$ cat src/rtl/microwave_pkg.sv
// microwave_pkg
// Shared definitions for the microwave front-panel input conditioning:
//   KEY_W                    - number of keypad digit lines
//   DEBOUNCE_CYCLES_DEFAULT  - default debounce depth in clock cycles
//   key_state_t              - keypad qualification FSM states
//   is_one_hot()             - true when exactly one bit of a key vector is set
package microwave_pkg;

  localparam int KEY_W                   = 10;
  localparam int DEBOUNCE_CYCLES_DEFAULT = 4;

  typedef enum logic [1:0] {
    IDLE    = 2'd0,
    QUALIFY = 2'd1,
    HELD    = 2'd2,
    RELEASE = 2'd3
  } key_state_t;

  function automatic logic is_one_hot(input logic [KEY_W-1:0] v);
    return (v != '0) && ((v & (v - KEY_W'(1))) == '0);
  endfunction

endpackage

$ cat src/rtl/debounce_bit.sv
// debounce_bit
// Level debouncer for one raw contact, with optional two-flop synchronizer
// (enabled by defining KEYPAD_CONDITIONER_SYNC_EN).
// Ports:
//   clock  - system clock, rising edge
//   reset  - synchronous, active-high
//   raw    - raw contact input
//   level  - debounced level (registered)
//   rise   - strobe, high during the cycle whose clock edge will take level
//            from 0 to 1; the consumer registers it so that the output pulse
//            coincides with the level change
module debounce_bit
  import microwave_pkg::*;
#(
  parameter int DEBOUNCE_CYCLES = DEBOUNCE_CYCLES_DEFAULT
) (
  input  logic clock,
  input  logic reset,
  input  logic raw,
  output logic level,
  output logic rise
);

  localparam int CNT_W = $clog2(DEBOUNCE_CYCLES + 1);

  logic sample;

`ifdef KEYPAD_CONDITIONER_SYNC_EN
  logic [1:0] sync_reg;

  always_ff @(posedge clock) begin
    if (reset) sync_reg <= '0;
    else       sync_reg <= {sync_reg[0], raw};
  end

  assign sample = sync_reg[1];
`else
  assign sample = raw;
`endif

  logic [CNT_W-1:0] cnt_reg;
  logic             level_reg;
  logic             flip;

  // The counter holds how many consecutive differing samples have already
  // been seen, so the DEBOUNCE_CYCLES-th one flips the level on its own edge.
  assign flip = (sample != level_reg) && (cnt_reg == CNT_W'(DEBOUNCE_CYCLES - 1));

  always_ff @(posedge clock) begin
    if (reset) begin
      cnt_reg   <= '0;
      level_reg <= 1'b0;
    end else if (sample == level_reg) begin
      cnt_reg   <= '0;
    end else if (flip) begin
      cnt_reg   <= '0;
      level_reg <= sample;
    end else begin
      cnt_reg   <= cnt_reg + CNT_W'(1);
    end
  end

  assign level = level_reg;
  assign rise  = flip & sample;

endmodule

$ cat src/rtl/keypad_conditioner.sv
// keypad_conditioner
// Conditions the raw microwave front panel: qualifies keypad presses into
// single one-hot digit pulses (rejecting multi-key presses), debounces the
// start/clear/stop buttons into active-low single-cycle pulses and debounces
// the door switch. Define KEYPAD_CONDITIONER_SYNC_EN to put a two-flop
// synchronizer on every raw input (adds two cycles of latency).
// Ports:
//   clock, reset                  - system clock; synchronous active-high reset
//   keypad_raw[9:0]               - raw digit contacts, bit i = digit i
//   start_raw/clear_raw/stop_raw  - raw button contacts, active-high
//   door_raw                      - raw door switch, 1 = closed
//   keypad[9:0]                   - one-cycle one-hot digit pulse
//   startn/clearn/stopn           - one-cycle active-low button pulses
//   door_closed                   - debounced door level
//   multi_key_err                 - one-cycle pulse on a rejected multi-key press
module keypad_conditioner
  import microwave_pkg::*;
#(
  parameter int DEBOUNCE_CYCLES = DEBOUNCE_CYCLES_DEFAULT
) (
  input  logic             clock,
  input  logic             reset,
  input  logic [KEY_W-1:0] keypad_raw,
  input  logic             start_raw,
  input  logic             clear_raw,
  input  logic             stop_raw,
  input  logic             door_raw,
  output logic [KEY_W-1:0] keypad,
  output logic             startn,
  output logic             clearn,
  output logic             stopn,
  output logic             door_closed,
  output logic             multi_key_err
);

  localparam int CNT_W = $clog2(DEBOUNCE_CYCLES + 1);

  // ---------------- buttons and door ----------------
  // Index map: 0 = start, 1 = clear, 2 = stop, 3 = door.
  logic [3:0] btn_raw;
  logic [3:0] btn_level;
  logic [3:0] btn_rise;

  assign btn_raw = {door_raw, stop_raw, clear_raw, start_raw};

  generate
    for (genvar gi = 0; gi < 4; gi++) begin : g_deb
      debounce_bit #(.DEBOUNCE_CYCLES(DEBOUNCE_CYCLES)) u_deb (
        .clock (clock),
        .reset (reset),
        .raw   (btn_raw[gi]),
        .level (btn_level[gi]),
        .rise  (btn_rise[gi])
      );
    end
  endgenerate

  logic start_pulse, clear_pulse, stop_pulse;
  logic startn_reg, clearn_reg, stopn_reg;

  // clear > stop > start on coincident edges; losers are simply dropped.
  // start is also ignored while the debounced door is open.
  assign clear_pulse = btn_rise[1];
  assign stop_pulse  = btn_rise[2] & ~btn_rise[1];
  assign start_pulse = btn_rise[0] & ~btn_rise[1] & ~btn_rise[2] & btn_level[3];

  always_ff @(posedge clock) begin
    if (reset) begin
      startn_reg <= 1'b1;
      clearn_reg <= 1'b1;
      stopn_reg  <= 1'b1;
    end else begin
      startn_reg <= ~start_pulse;
      clearn_reg <= ~clear_pulse;
      stopn_reg  <= ~stop_pulse;
    end
  end

  assign startn      = startn_reg;
  assign clearn      = clearn_reg;
  assign stopn       = stopn_reg;
  assign door_closed = btn_level[3];

  // ---------------- keypad ----------------
  logic [KEY_W-1:0] key_sample;

`ifdef KEYPAD_CONDITIONER_SYNC_EN
  logic [KEY_W-1:0] key_meta_reg, key_sync_reg;

  always_ff @(posedge clock) begin
    if (reset) begin
      key_meta_reg <= '0;
      key_sync_reg <= '0;
    end else begin
      key_meta_reg <= keypad_raw;
      key_sync_reg <= key_meta_reg;
    end
  end

  assign key_sample = key_sync_reg;
`else
  assign key_sample = keypad_raw;
`endif

  key_state_t       state_reg, state_next;
  logic [CNT_W-1:0] cnt_reg, cnt_next;
  logic [KEY_W-1:0] capture_reg, capture_next;
  logic [KEY_W-1:0] keypad_reg, keypad_next;
  logic             err_reg, err_next;

  always_ff @(posedge clock) begin
    if (reset) begin
      state_reg   <= IDLE;
      cnt_reg     <= '0;
      capture_reg <= '0;
      keypad_reg  <= '0;
      err_reg     <= 1'b0;
    end else begin
      state_reg   <= state_next;
      cnt_reg     <= cnt_next;
      capture_reg <= capture_next;
      keypad_reg  <= keypad_next;
      err_reg     <= err_next;
    end
  end

  always_comb begin
    state_next   = state_reg;
    cnt_next     = cnt_reg;
    capture_next = capture_reg;
    keypad_next  = '0;
    err_next     = 1'b0;
    case (state_reg)
      IDLE: begin
        if (key_sample != '0) begin
          capture_next = key_sample;
          cnt_next     = CNT_W'(1);
          state_next   = QUALIFY;
        end
      end
      QUALIFY: begin
        if (key_sample == '0) begin
          state_next = IDLE;
        end else if (key_sample == capture_reg) begin
          // Counter reaches DEBOUNCE_CYCLES on this edge: accept and pulse.
          if (cnt_reg == CNT_W'(DEBOUNCE_CYCLES - 1)) begin
            cnt_next   = CNT_W'(DEBOUNCE_CYCLES);
            state_next = HELD;
            if (is_one_hot(capture_reg)) keypad_next = capture_reg;
            else                         err_next    = 1'b1;
          end else begin
            cnt_next = cnt_reg + CNT_W'(1);
          end
        end else begin
          capture_next = key_sample;
          cnt_next     = CNT_W'(1);
        end
      end
      HELD: begin
        if (key_sample == '0) begin
          cnt_next   = CNT_W'(1);
          state_next = RELEASE;
        end
      end
      RELEASE: begin
        // A bounce back to non-zero returns to HELD without a new pulse.
        if (key_sample != '0) begin
          state_next = HELD;
        end else if (cnt_reg == CNT_W'(DEBOUNCE_CYCLES - 1)) begin
          cnt_next   = '0;
          state_next = IDLE;
        end else begin
          cnt_next = cnt_reg + CNT_W'(1);
        end
      end
      default: state_next = IDLE;
    endcase
  end

  assign keypad        = keypad_reg;
  assign multi_key_err = err_reg;

endmodule

$ cat config.mk
export PLATFORM = sky130hd
export DESIGN_NAME = keypad_conditioner
export DESIGN_NICKNAME = d
export VERILOG_FILES = /design/src/rtl/microwave_pkg.sv /design/src/rtl/debounce_bit.sv /design/src/rtl/keypad_conditioner.sv
export SDC_FILE = /design/constraint.sdc
export NUM_CORES = 1
export LEC_CHECK = 0
export BUFFER_PORTS_ARGS = -buffer_cell sky130_fd_sc_hd__buf_2
export CAP_MARGIN = 10
export CORE_ASPECT_RATIO = 2
export CORE_UTILIZATION = 30
export DETAILED_ROUTE_END_ITERATION = 7
export GPL_TIMING_DRIVEN = 0
export HOLD_SLACK_MARGIN = 0.02
export SLEW_MARGIN = 20
export SYNTH_ARGS = -nofsm -noshare
export SYNTH_HDL_FRONTEND = slang
export SYNTH_SLANG_ARGS = --single-unit
$ cat constraint.sdc
create_clock -name clock -period 5.11 [get_ports clock]
set_input_delay 0.511 -clock clock [delete_from_list [all_inputs] [get_ports clock]]
set_output_delay 0.511 -clock clock [all_outputs]
set_load 0.02 [all_outputs]
Yosys cells after proc, flatten, opt, wreduce, memory -nomap -nowiden. Cells that the tools add are included.

Mux-type cells: 21. Reductions and logical operators: 24. Divide/modulo/power cells: 0. $add $sub $neg: 6. Order comparisons: 0. Shift-type cells: 0. Multiply operators: 0. Eq/ne operators: 25. Bitwise logic cells: 20.

Operators by type and width (count): $mux W10 (3); $mux W3 (7); $logic_not A10 Y1 (2); $pmux W10 S2 (1); $reduce_bool A10 Y1 (2); $add A3 B1 Y3 const B (5); $eq A3 B2 Y1 const B (5); $mux W2 (7); $not A1 Y1 (12); $pmux W3 S4 (1); $reduce_or A3 Y1 (4); $and A10 B10 Y10 (1); $eq A10 B10 Y1 (1); $ne A2 B2 Y1 const B (5); $sub A10 B1 Y10 const B (1); $ne A3 B3 Y1 const B (3); $pmux W2 S4 (1); $reduce_and A2 Y1 (4); $reduce_and A4 Y1 (2); $and A1 B1 Y1 (7); $reduce_or A6 Y1 (1); $logic_and A1 B1 Y1 (5); $reduce_and A5 Y1 (1); $reduce_or A5 Y1 (1); 7 further kinds (14).

Input port bits: 16. Register bits: 45. Memories kept: 0. RAM bits: 0. Bits in latches: 0. ROM bits: 0. Output and inout bits: 15.

Depth between registers and ports, before layout. Gate-level depths: netlist of the first run.

Depth in word-level cells: 8. Depth in mapped cells: 7. Depth with buffers taken out: 7.

By module. From an unflattened synthesis of the first run, not the netlist that was laid out.

Cells, all modules: 202. Area total of the unflattened synthesis: 2018.2 um^2.

Modules (own cells, without submodules): keypad_conditioner (seq. area each 580.6 um^2, area each 1362.6 um^2, cells an instance 142, instances 1); debounce_bit (seq. area each 80.1 um^2, area each 163.9 um^2, cells an instance 15, instances 4).

Worst setup path before layout of the first run. Ideal clock, no wire load.

Path type: input -> register. From: input keypad_raw[6]. To: register cnt_reg[0]. Data required time: 4.991 ns. Library setup time: 0.119 ns. Path slack: 3.336 ns. Arrival time: 1.655 ns. Buffers on the path: 1. Stages: 6. Cells stage by stage: nor4_2 and3_1 clkbuf_1 and2_1 a31oi_1 o221a_1.

Cells in the longest elaborated chain, start to end: 4. Elaborated cells on any way between the ends: 11.

RTL lines: from (decl) (RTL line keypad_conditioner.sv:23) `input logic [KEY_W-1:0] keypad_raw,`; $eq A10 B10 Y1 (RTL line keypad_conditioner.sv:144) `end else if (key_sample == capture_reg) begin`; $mux W3 (RTL line keypad_conditioner.sv:144); $mux W3 (RTL line keypad_conditioner.sv:142) `if (key_sample == '0) begin`; $pmux W3 S4 (RTL line keypad_conditioner.sv:133) `case (state_reg)`; to (signal assigned) (RTL line keypad_conditioner.sv:120) `cnt_reg <= cnt_next;`; to (decl) (RTL line keypad_conditioner.sv:106) `logic [CNT_W-1:0] cnt_reg, cnt_next;`.

Several ways; a longest one is shown, not always the timed one. The select of a mux whose other input is x is not followed. A chain may end at the register's enable or synchronous reset.

Final worst setup path of the first run.
From: register capture_reg[2]. To: register keypad_reg[9] (netlist: keypad[9]).

Cells in the longest elaborated chain, start to end: 6. Elaborated cells on any way between the ends: 9.

RTL lines: from (decl) (RTL line keypad_conditioner.sv:107) `logic [KEY_W-1:0] capture_reg, capture_next;`; from (signal assigned) (RTL line keypad_conditioner.sv:121) `capture_reg <= capture_next;`; $sub A10 B1 Y10 (RTL line microwave_pkg.sv:20) `return (v != '0) && ((v & (v - KEY_W'(1))) == '0);`; $and A10 B10 Y10 (RTL line microwave_pkg.sv:20); $logic_not A10 Y1 (RTL line microwave_pkg.sv:20); $logic_and A1 B1 Y1 (RTL line microwave_pkg.sv:20); $not A1 Y1 (no line); $reduce_or A6 Y1 (no line) (*); to (signal assigned) (RTL line keypad_conditioner.sv:122) `keypad_reg <= keypad_next;`; to (decl) (RTL line keypad_conditioner.sv:108) `logic [KEY_W-1:0] keypad_reg, keypad_next;`.

Mark *: on every way between the ends. The rest lies on a longest branch, timed or not.

==> impl_metrics.toml, run 1 <==
[status]
outcome = "complete, no violations"

[critical_path]
critPathCaptureType = "flop"
cp_top_family = "compound AO/OA/AOI/OAI gates"
worstSetupPathType = "flop to flop"
startpoint_type = "flop"
crit_buf_inv = 0
startpoint = "capture_reg[2]$_SDFFE_PP0P_"
crit_fanout = 10
crit_arrival_ps = 2270
cp_slowest_stage_delay_ps = 510
crit_chain = "nor4_2 -> a21oi_1 -> o31a_1 -> a211oi_4 -> and2_1"
crit_slowest_cell = "nor4_2"
regToRegStartpoint = "capture_reg[2]$_SDFFE_PP0P_"
required_ps = 5330

[routing]
vias = 1554
vias_per_cell = 4.72
drt_iter0_drc = 36
routed_wl_mm = 3.91
drc_errors = 0
firstDrtPassIters = 4
wl_per_cell_um = 11.9
drt.antenna.violating_nets = 0

[timing]
max_slew_margin_pct = 50.6
period_share_pct = 40.1
period_needed_ps = 2050
setup_ws_ps = 3060
setup_tns_ps = 0
setup_viol = 0
clock-skew-final_ps = 6.08
finalHoldViolCount = 0
slew_viol_final = 0
rsz0062_at_grt = "false"
fin_hold_ws_ps = 420
worst_slew_pin_slew_ps = 738
fmax_mhz = 488

[grt]
antenna_found_initial = 0
grt_pass1_vias = 1579
grt_usage_pct = 13.0
grt_max_degree = 15
grt_overflow = 0
grt_pass1_wl_mm = 6.60

[power]
p_comb_share_pct = 7.7
p_leak_nw = 0.970
p_sw_share_pct = 23.1
p_clk_share_pct = 42.0
seq_power_share_pct = 50.3
internal_power_mw = 0.566
p_per_area_nw_per_um2 = 309
p_sw_mw = 0.170
finalPower_mw = 0.736
vdd_ir_drop_max_mv = 0.139

[final_layout]
most-common-layout-cells = "45 x dfxtp_1, 35 x nor2_1, 30 x buf_2, 13 x inv_1, 13 x xnor2_1"
mostFrequentLayoutCell = "dfxtp_1"
syn2layout_area_growth_pct = 20.3
largest_register_ff_count = 12
n_fill_cell = 711
final_util_pct = 37.5
fin_nets = 269
design_area_um2 = 2380
fin_cells = 329
drive_gt1_share_pct = 17.7
antenna_cells = 0

[floorplanning]
die-area_um2 = 6960
die_x_um = 59.5
rows = 41
io_pins = 31
initial_utilization_pct = 31.2
placeableCoreArea_um2 = 6360
die_h_um = 117

[yosys]
ys_seq_area_share_pct = 45.5
synthCells = 205
synth.mux.area_fraction_pct = 6.06
synth.avg_cell_area_um2 = 9.67
ys_ff_latch = 45
netlist_area_um2 = 1980
syn_nets = 232
synth_cell_type_count = 38
synth-xor-area-share_pct = 6.63
synth_compound_area_share_pct = 9.34
synth-simple-area-share_pct = 21.8
yosys_warnings = 0
synth_top_family_by_area = "simple AND/OR/NAND/NOR gates"
synthAdderAreaFrac_pct = 7.45

[clock_tree]
cts_tree = "done"
numClockSinks = 45
cts-buffers-inserted = 5
clock_latency_ps = 280
post_cts.repair.setup_buffers = 0
cts_resized = 0
clock_path_buffers = 2
clkTransAtPathRegs_ps = 60
cts_root_buf = "clkbuf_16"
cts_hold_buf = 0
htreeDepth = 2

[placed_design]
place_area_um2 = 2240
gp_congestion = 0.828
hpwlAfterDp_mm = 3.07
portBuffers = 30
dp_cells = 321
pre_cts_slack_ps = 2950

[worst_hold_path]
hold_class = "flop to flop"
min_from = "g_deb[1].u_deb.cnt_reg[0]$_SDFF_PP0_"

[job]
cap_violations = 0
## kinds of logic (layout without fill, tap and decap cells)
logic type,count (synthesis),in the layout
mux,12,12
xor+xnor,15,15
flops,45,45
compound gates,23,23
simple gates,81,81
buf+inv,17,55
fa+ha+maj,12,12
## synthesized netlist by cell type
cell | instances | area (µm²)
xnor2_1 | 13 | 114
maj3_1 | 1 | 10.0
buf_1 | 1 | 3.75
a21oi_1 | 7 | 35.0
a31oi_1 | 3 | 18.8
nor3b_1 | 2 | 15.0
o32ai_1 | 1 | 8.76
o2111ai_1 | 1 | 8.76
nand2_1 | 7 | 26.3
nand3_1 | 2 | 10.0
nand4_1 | 3 | 18.8
nand4b_1 | 1 | 8.76
o31ai_4 | 1 | 21.3
nor4b_1 | 1 | 8.76
nor3_1 | 2 | 10.0
o31a_1 | 1 | 8.76
or4_1 | 2 | 15.0
nand4bb_1 | 1 | 11.3
ha_1 | 11 | 138
o41ai_1 | 1 | 8.76
a31oi_2 | 1 | 12.5
nand2b_1 | 2 | 12.5
and3_1 | 2 | 12.5
mux2i_1 | 12 | 120
nor4_2 | 3 | 37.5
o21ai_0 | 3 | 15.0
and2_1 | 11 | 68.8
clkbuf_1 | 3 | 11.3
or3b_1 | 1 | 8.76
xor2_1 | 2 | 17.5
inv_1 | 13 | 48.8
nor2_1 | 35 | 131
a311oi_1 | 1 | 8.76
o21a_1 | 1 | 7.51
o221a_1 | 1 | 11.3
or3_1 | 6 | 37.5
a211oi_4 | 1 | 20.0
dfxtp_1 | 45 | 901
## final timing paths
| kind | endpoint | slack [ps] | cells past startpoint |
|---|---|---|---|
| worst min-delay path | g_deb[1].u_deb.cnt_reg[0]$_SDFF_PP0_ | 420 | 1 |
| worst max-delay path | keypad[9]$_SDFF_PP0_ | 3060 | 5 |
| worst max register to register | keypad[9]$_SDFF_PP0_ | 3060 | 5 |
| worst min register to register | g_deb[1].u_deb.cnt_reg[0]$_SDFF_PP0_ | 420 | 1 |
## power groups by stage
stage                     Clock [mW]  Combinational (mW)  Sequential [mW]
after floorplan                    0              0.0374            0.375
after global placement             0              0.0558            0.378
after detailed placement           0              0.0567            0.378
after CTS                      0.323              0.0570            0.370
after global routing           0.337              0.0638            0.372
final                          0.309              0.0567            0.370
## worst reg2reg max path, delay by kind of cell, from the launching register on
kind            cells  cell delay (ps)
compound gates      3              920
flops               1              370
simple gates        2              700
## area by class of cell
| cell class | count | area (µm²) | share of cell area [%] |
|---|---|---|---|
| repair buffers | 30 | 150 | 6.30 |
| clock buffers | 6 | 129 | 5.41 |
| multi-input cells | 143 | 1020 | 42.7 |
| clock inverters | 2 | 15.0 | 0.630 |
| flip-flops and latches | 45 | 901 | 37.8 |
| plain buffers | 4 | 15.0 | 0.630 |
| well taps | 86 | 108 | 4.51 |
| inverters | 13 | 48.8 | 2.05 |
## per-layer routing
layer / vias up / GRT usage (%) / part of all wire [%]
met2: 36 / 24.0 / 55
met3: 13 / 2.75 / 3.0
li1: 777 / - / -
met1: 728 / 10.9 / 36
met5: - / 0 / 0
met4: 0 / 11.6 / 5.9
Power figures use the tool's default switching activity.
==> inputs of run 2 (changes only) <==
ABC_AREA = 1   (was default)
clock period = 1.8 ns   (was 5.11 ns; I/O delays follow)
==> run 2 against run 1 <==
Net effect: sequential cell count is the same; hold slack worse by 330 ps; combinational power rose to 3.2 times the previous value; synthesized area up 5.1%; via count up 16%; final cell count up 25%; count of clock-buffer cells in the layout grew 1; sequential power rose to 2.8 times the previous value; global-route usage fell by 0.40 points; first-iteration DRC count increased by 56%.
==> impl_metrics.toml, run 2 <==
[status]
outcome = "complete, no violations"

[routing]
routed_wl_mm = 4.15
wl_per_cell_um = 10.1
drt_iter0_drc = 56
drt.antenna.violating_nets = 0
vias_per_cell = 4.40
vias = 1809
drc_errors = 0
firstDrtPassIters = 4

[critical_path]
crit_arrival_ps = 1790
required_ps = 2020
crit_slowest_cell = "dfxtp_1"
crit_chain = "nor2_2 -> nand2_2 -> o31ai_1 -> nand3_1 -> nor2_2 -> nand2_4 -> nor2_1"
critPathCaptureType = "flop"
startpoint = "capture_reg[0]$_SDFFE_PP0P_"
critPathCapture = "keypad[5]$_SDFF_PP0_"
crit_fanout = 10
regToRegStartpoint = "capture_reg[0]$_SDFFE_PP0P_"
path_common_cell = "nor2_2"
crit_buf_inv = 0
r2r-end = "keypad[5]$_SDFF_PP0_"
r2r_cells = 7
startpoint_type = "flop"
regToRegSetupSlack_ps = 240
cp_slowest_stage_delay_ps = 350
cp_top_family = "simple AND/OR/NAND/NOR gates"
cp.depth = 7
worstSetupPathType = "flop to flop"

[floorplanning]
initial_utilization_pct = 31.2
rows = 42
die-area_um2 = 7300
io_pins = 31
placeableCoreArea_um2 = 6670
die_h_um = 120
die_x_um = 60.9

[timing]
fmax_mhz = 639
clock-skew-final_ps = 3.16
slew_viol_final = 0
setup_viol = 0
period_share_pct = 86.9
rsz0062_at_grt = "false"
finalHoldViolCount = 0
worst_slew_pin_slew_ps = 297
period_needed_ps = 1560
max_slew_margin_pct = 80.0
setup_tns_ps = 0
fin_hold_ws_ps = 85.0

[final_layout]
drive_gt1_share_pct = 19.2
fin_nets = 350
mostFrequentLayoutCell = "nor2_1"
most-common-layout-cells = "54 x nor2_1, 48 x nand2_1, 45 x dfxtp_1, 39 x inv_1, 32 x buf_2"
syn2layout_area_growth_pct = 19.3
antenna_cells = 0
largest_register_ff_count = 12

[clock_tree]
cts_resized = 0
numClockSinks = 45
cts-buffers-inserted = 5
cts_root_buf = "clkbuf_16"
clock_latency_ps = 280
cts_tree = "done"
cts_hold_buf = 0
htreeDepth = 2
clkTransAtPathRegs_ps = 60
clock_path_buffers = 2
post_cts.repair.setup_buffers = 0

[yosys]
synth.area.top_cells = "dfxtp_1 43%, nor2_1 9.7%, nand2_1 8.6%"
synth_common_cells = "54 x nor2_1, 48 x nand2_1, 45 x dfxtp_1, 39 x inv_1, 25 x nand3_1"
synth.top_cell.area_share_pct = 43.2
ys_ff_latch = 45
yosys_warnings = 0
synthArstFlopShare_pct = 0
synth_enable_flop_cells = 0
synth.avg_cell_area_um2 = 7.28
ys_seq_area_share_pct = 43.2
yosysMostFrequentCell = "nor2_1"
synth_cell_type_count = 25
synthFlopType = "dfxtp_1"
yosysTopAreaCell = "dfxtp_1"
synthCells = 286
netlist_area_um2 = 2080
syn_nets = 313

[grt]
grt_pass1_wl_mm = 6.84
grt_usage_pct = 12.6
antenna_found_initial = 0
grt_max_degree = 13
grt_pass1_vias = 1669
grt_overflow = 0

[job]
cap_violations = 0

[placed_design]
gp_congestion = 0.761
portBuffers = 30
hpwlAfterDp_mm = 3.33

[power]
p_per_area_nw_per_um2 = 857
vdd_ir_drop_max_mv = 0.544
p_leak_nw = 1.23

[worst_hold_path]
hold_class = "primary input to flop"
==> run 2: changes by cell type after synthesis, sizes merged, moves of 9 or more <==
cell and change:
and2 -11, o21ai +9, mux2i -12, nand3 +25, inv +33, nand2 +43
nor2 +30, xnor2 -13
==> run 2: layout make-up <==
type                       instances  area, µm²
fill                             706       4190
multi-input combinational        191        981
sequential                        45        901
inverter                          46        173
timing repair buffer              30        150
clock buffer                       7        143
tap                               88        110
buffer                             4       28.8
==> run 2: cells by family after synthesis <==
family / synth area share [%]
compound gates: 6.37
buf+inv: 9.67
simple gates: 32.4
xor+xnor: 1.68
flops: 43.2
fa+ha+maj: 6.61
==> run 2: worst reg2reg max path, delay by kind of cell, from the launching register on <==
family          cells  cell delay (ps)
compound gates      1              290
flops               1              350
simple gates        6              840
==> run 2: per-layer routing <==
metal,vias up,share of wire (%),GRT usage (%)
li1,969,-,-
met3,11,3.3,2.37
met4,0,2.6,5.68
met1,797,39,11.7
met2,32,56,24.3
met5,-,0,0
==> run 2: worst min path at each step <==
stage / cells after the start / start / slack, ps / to
after CTS: 2 / reset / 80 / g_deb[1].u_deb.level$_SDFFE_PP0P_
after global routing: 2 / reset / 90 / cnt_reg[1]$_SDFFE_PP0P_
after detailed placement: 2 / reset / 380 / g_deb[1].u_deb.level$_SDFFE_PP0P_
after floorplan: 1 / reset / 250 / cnt_reg[1]$_SDFFE_PP0P_
final: 2 / reset / 90 / cnt_reg[1]$_SDFFE_PP0P_
after global placement: 2 / reset / 370 / g_deb[1].u_deb.level$_SDFFE_PP0P_
==> run 2: where the power goes <==
group	switching [mW]	internal (mW)
clock	0.357	0.545
combinational	0.112	0.0682
sequential	0.0250	1.02
==> run 2: per-stage QoR <==
step                      instances  area [µm²]  utilization (%)  power [mW]  worst slack [ps]
after floorplan                 286        2080                -        1.19               525
after global placement          404        2340             35.1        1.25               262
after detailed placement        404        2340             35.1        1.25               246
after CTS                       411        2490             37.3        2.15               224
after global routing            411        2490             37.3        2.22              68.7
final                           411        2490             37.3        2.13               236
==> inputs of run 3 (changes only) <==
PLACE_DENSITY = 0.56   (was default)
RECOVER_POWER = 25   (was default)
==> run 3 against run 2 <==
Net effect: design area rose by 1.2%; utilization rose by 0.45 points; hold slack got worse by 5.3 ps; critical path depth did not move; critical path type unchanged; critical endpoint is now keypad[6]$_SDFF_PP0_; largest power group is now clock.
==> impl_metrics.toml, run 3 (synthesis gave the netlist of run 2 again) <==
[routing]
drc_errors = 0
firstDrtPassIters = 5
drt_iter0_drc = 30
vias_per_cell = 4.36
wl_per_cell_um = 10.2
drt.antenna.violating_nets = 0
routed_wl_mm = 4.21
vias = 1795

[critical_path]
crit_arrival_ps = 1800
startpoint = "capture_reg[0]$_SDFFE_PP0P_"
worstSetupPathType = "flop to flop"
critPathCaptureType = "flop"
required_ps = 2020
crit_fanout = 10
regToRegStartpoint = "capture_reg[0]$_SDFFE_PP0P_"
startpoint_type = "flop"

[grt]
grt_pass1_vias = 1776
grt_pass1_wl_mm = 7.29
grt_overflow = 0
grt_max_degree = 15
grt_usage_pct = 13.5
antenna_found_initial = 0

[final_layout]
drive_gt1_share_pct = 15.4
final_util_pct = 37.7
antenna_cells = 0
mostFrequentLayoutCell = "nor2_1"
fin_cells = 412
most-common-layout-cells = "54 x nor2_1, 48 x nand2_1, 45 x dfxtp_1, 39 x inv_1, 25 x nand3_1"
design_area_um2 = 2520
fin_nets = 350
largest_register_ff_count = 12
syn2layout_area_growth_pct = 20.8
n_fill_cell = 752

[clock_tree]
htreeDepth = 2
cts_hold_buf = 0
clock_path_buffers = 2
post_cts.repair.setup_buffers = 0
cts_root_buf = "clkbuf_16"
numClockSinks = 45
cts_resized = 0
cts-buffers-inserted = 5
cts_tree = "done"
clock_latency_ps = 290
clkTransAtPathRegs_ps = 60

[placed_design]
pre_cts_slack_ps = 220
hpwlAfterDp_mm = 3.37
place_area_um2 = 2340
dp_cells = 404
gp_congestion = 0.802
portBuffers = 30

[timing]
period_share_pct = 87.5
max_slew_margin_pct = 80.0
fmax_mhz = 635
period_needed_ps = 1570
fin_hold_ws_ps = 79.7
worst_slew_pin_slew_ps = 297
slew_viol_final = 0
setup_ws_ps = 225
setup_tns_ps = 0
rsz0062_at_grt = "false"
clock-skew-final_ps = 7.78
setup_viol = 0
finalHoldViolCount = 0

[floorplanning]
die_h_um = 120
die-area_um2 = 7300
die_x_um = 60.9
io_pins = 31
rows = 42
placeableCoreArea_um2 = 6670
initial_utilization_pct = 31.2

[power]
internal_power_mw = 1.88
finalPower_mw = 2.40
p_sw_share_pct = 21.4
p_per_area_nw_per_um2 = 952
p_sw_mw = 0.512
vdd_ir_drop_max_mv = 0.709
p_comb_share_pct = 7.6
seq_power_share_pct = 43.8
p_leak_nw = 1.20
p_clk_share_pct = 48.7

[job]
cap_violations = 0

[worst_hold_path]
hold_class = "primary input to flop"
min_from = "reset"

[status]
outcome = "complete, no violations"
-- run 3: changes by cell type in the layout (fill, tap and decap cells not counted), sizes merged --
| cell | change |
|---|---|
| clkbuf | +12 |
| buf | -14 |
| bufinv | +2 |
| clkinv | +1 |
-- run 3: final cells by class --
class	count	area, µm²	share of cell area (%)
buffer	4	28.8	1.14
clock buffer	5	125	4.97
clock inverter	3	65.1	2.59
inverter	46	173	6.86
multi-input combinational	191	981	39.0
sequential	45	901	35.8
tap	88	110	4.38
timing repair buffer	30	133	5.27
-- run 3: power groups by stage --
stage                     logic, mW  clock network, mW  registers [mW]
after detailed placement      0.183                  0            1.07
after CTS                     0.184               1.19            1.05
after global routing          0.211               1.23            1.05
after global placement        0.179                  0            1.07
after floorplan               0.129                  0            1.07
final                         0.181               1.17            1.05
-- run 3: final timing paths --
check,slack (ps),cells after the start,endpoint
hold reg to reg,420,1,g_deb[1].u_deb.cnt_reg[0]$_SDFF_PP0_
setup reg to reg,230,7,keypad[6]$_SDFF_PP0_
hold / removal,80,2,cnt_reg[1]$_SDFFE_PP0P_
setup / recovery,230,7,keypad[6]$_SDFF_PP0_
-- run 3: routing by layer --
layer | vias to the layer above | global-route usage, % | part of all wire, %
li1 | 967 | - | -
met1 | 776 | 12.6 | 38
met2 | 41 | 24.7 | 55
met3 | 11 | 2.80 | 4.0
met4 | 0 | 8.52 | 3.7
met5 | - | 0 | 0
-- run 3: worst max-delay path: stages, from the launching register on --
cell	delay, ps
dfxtp_1	350
nor2_2	170
nand2_2	120
o31ai_1	290
nand3_1	170
nor2_2	170
nand2_4	130
nor2_1	110
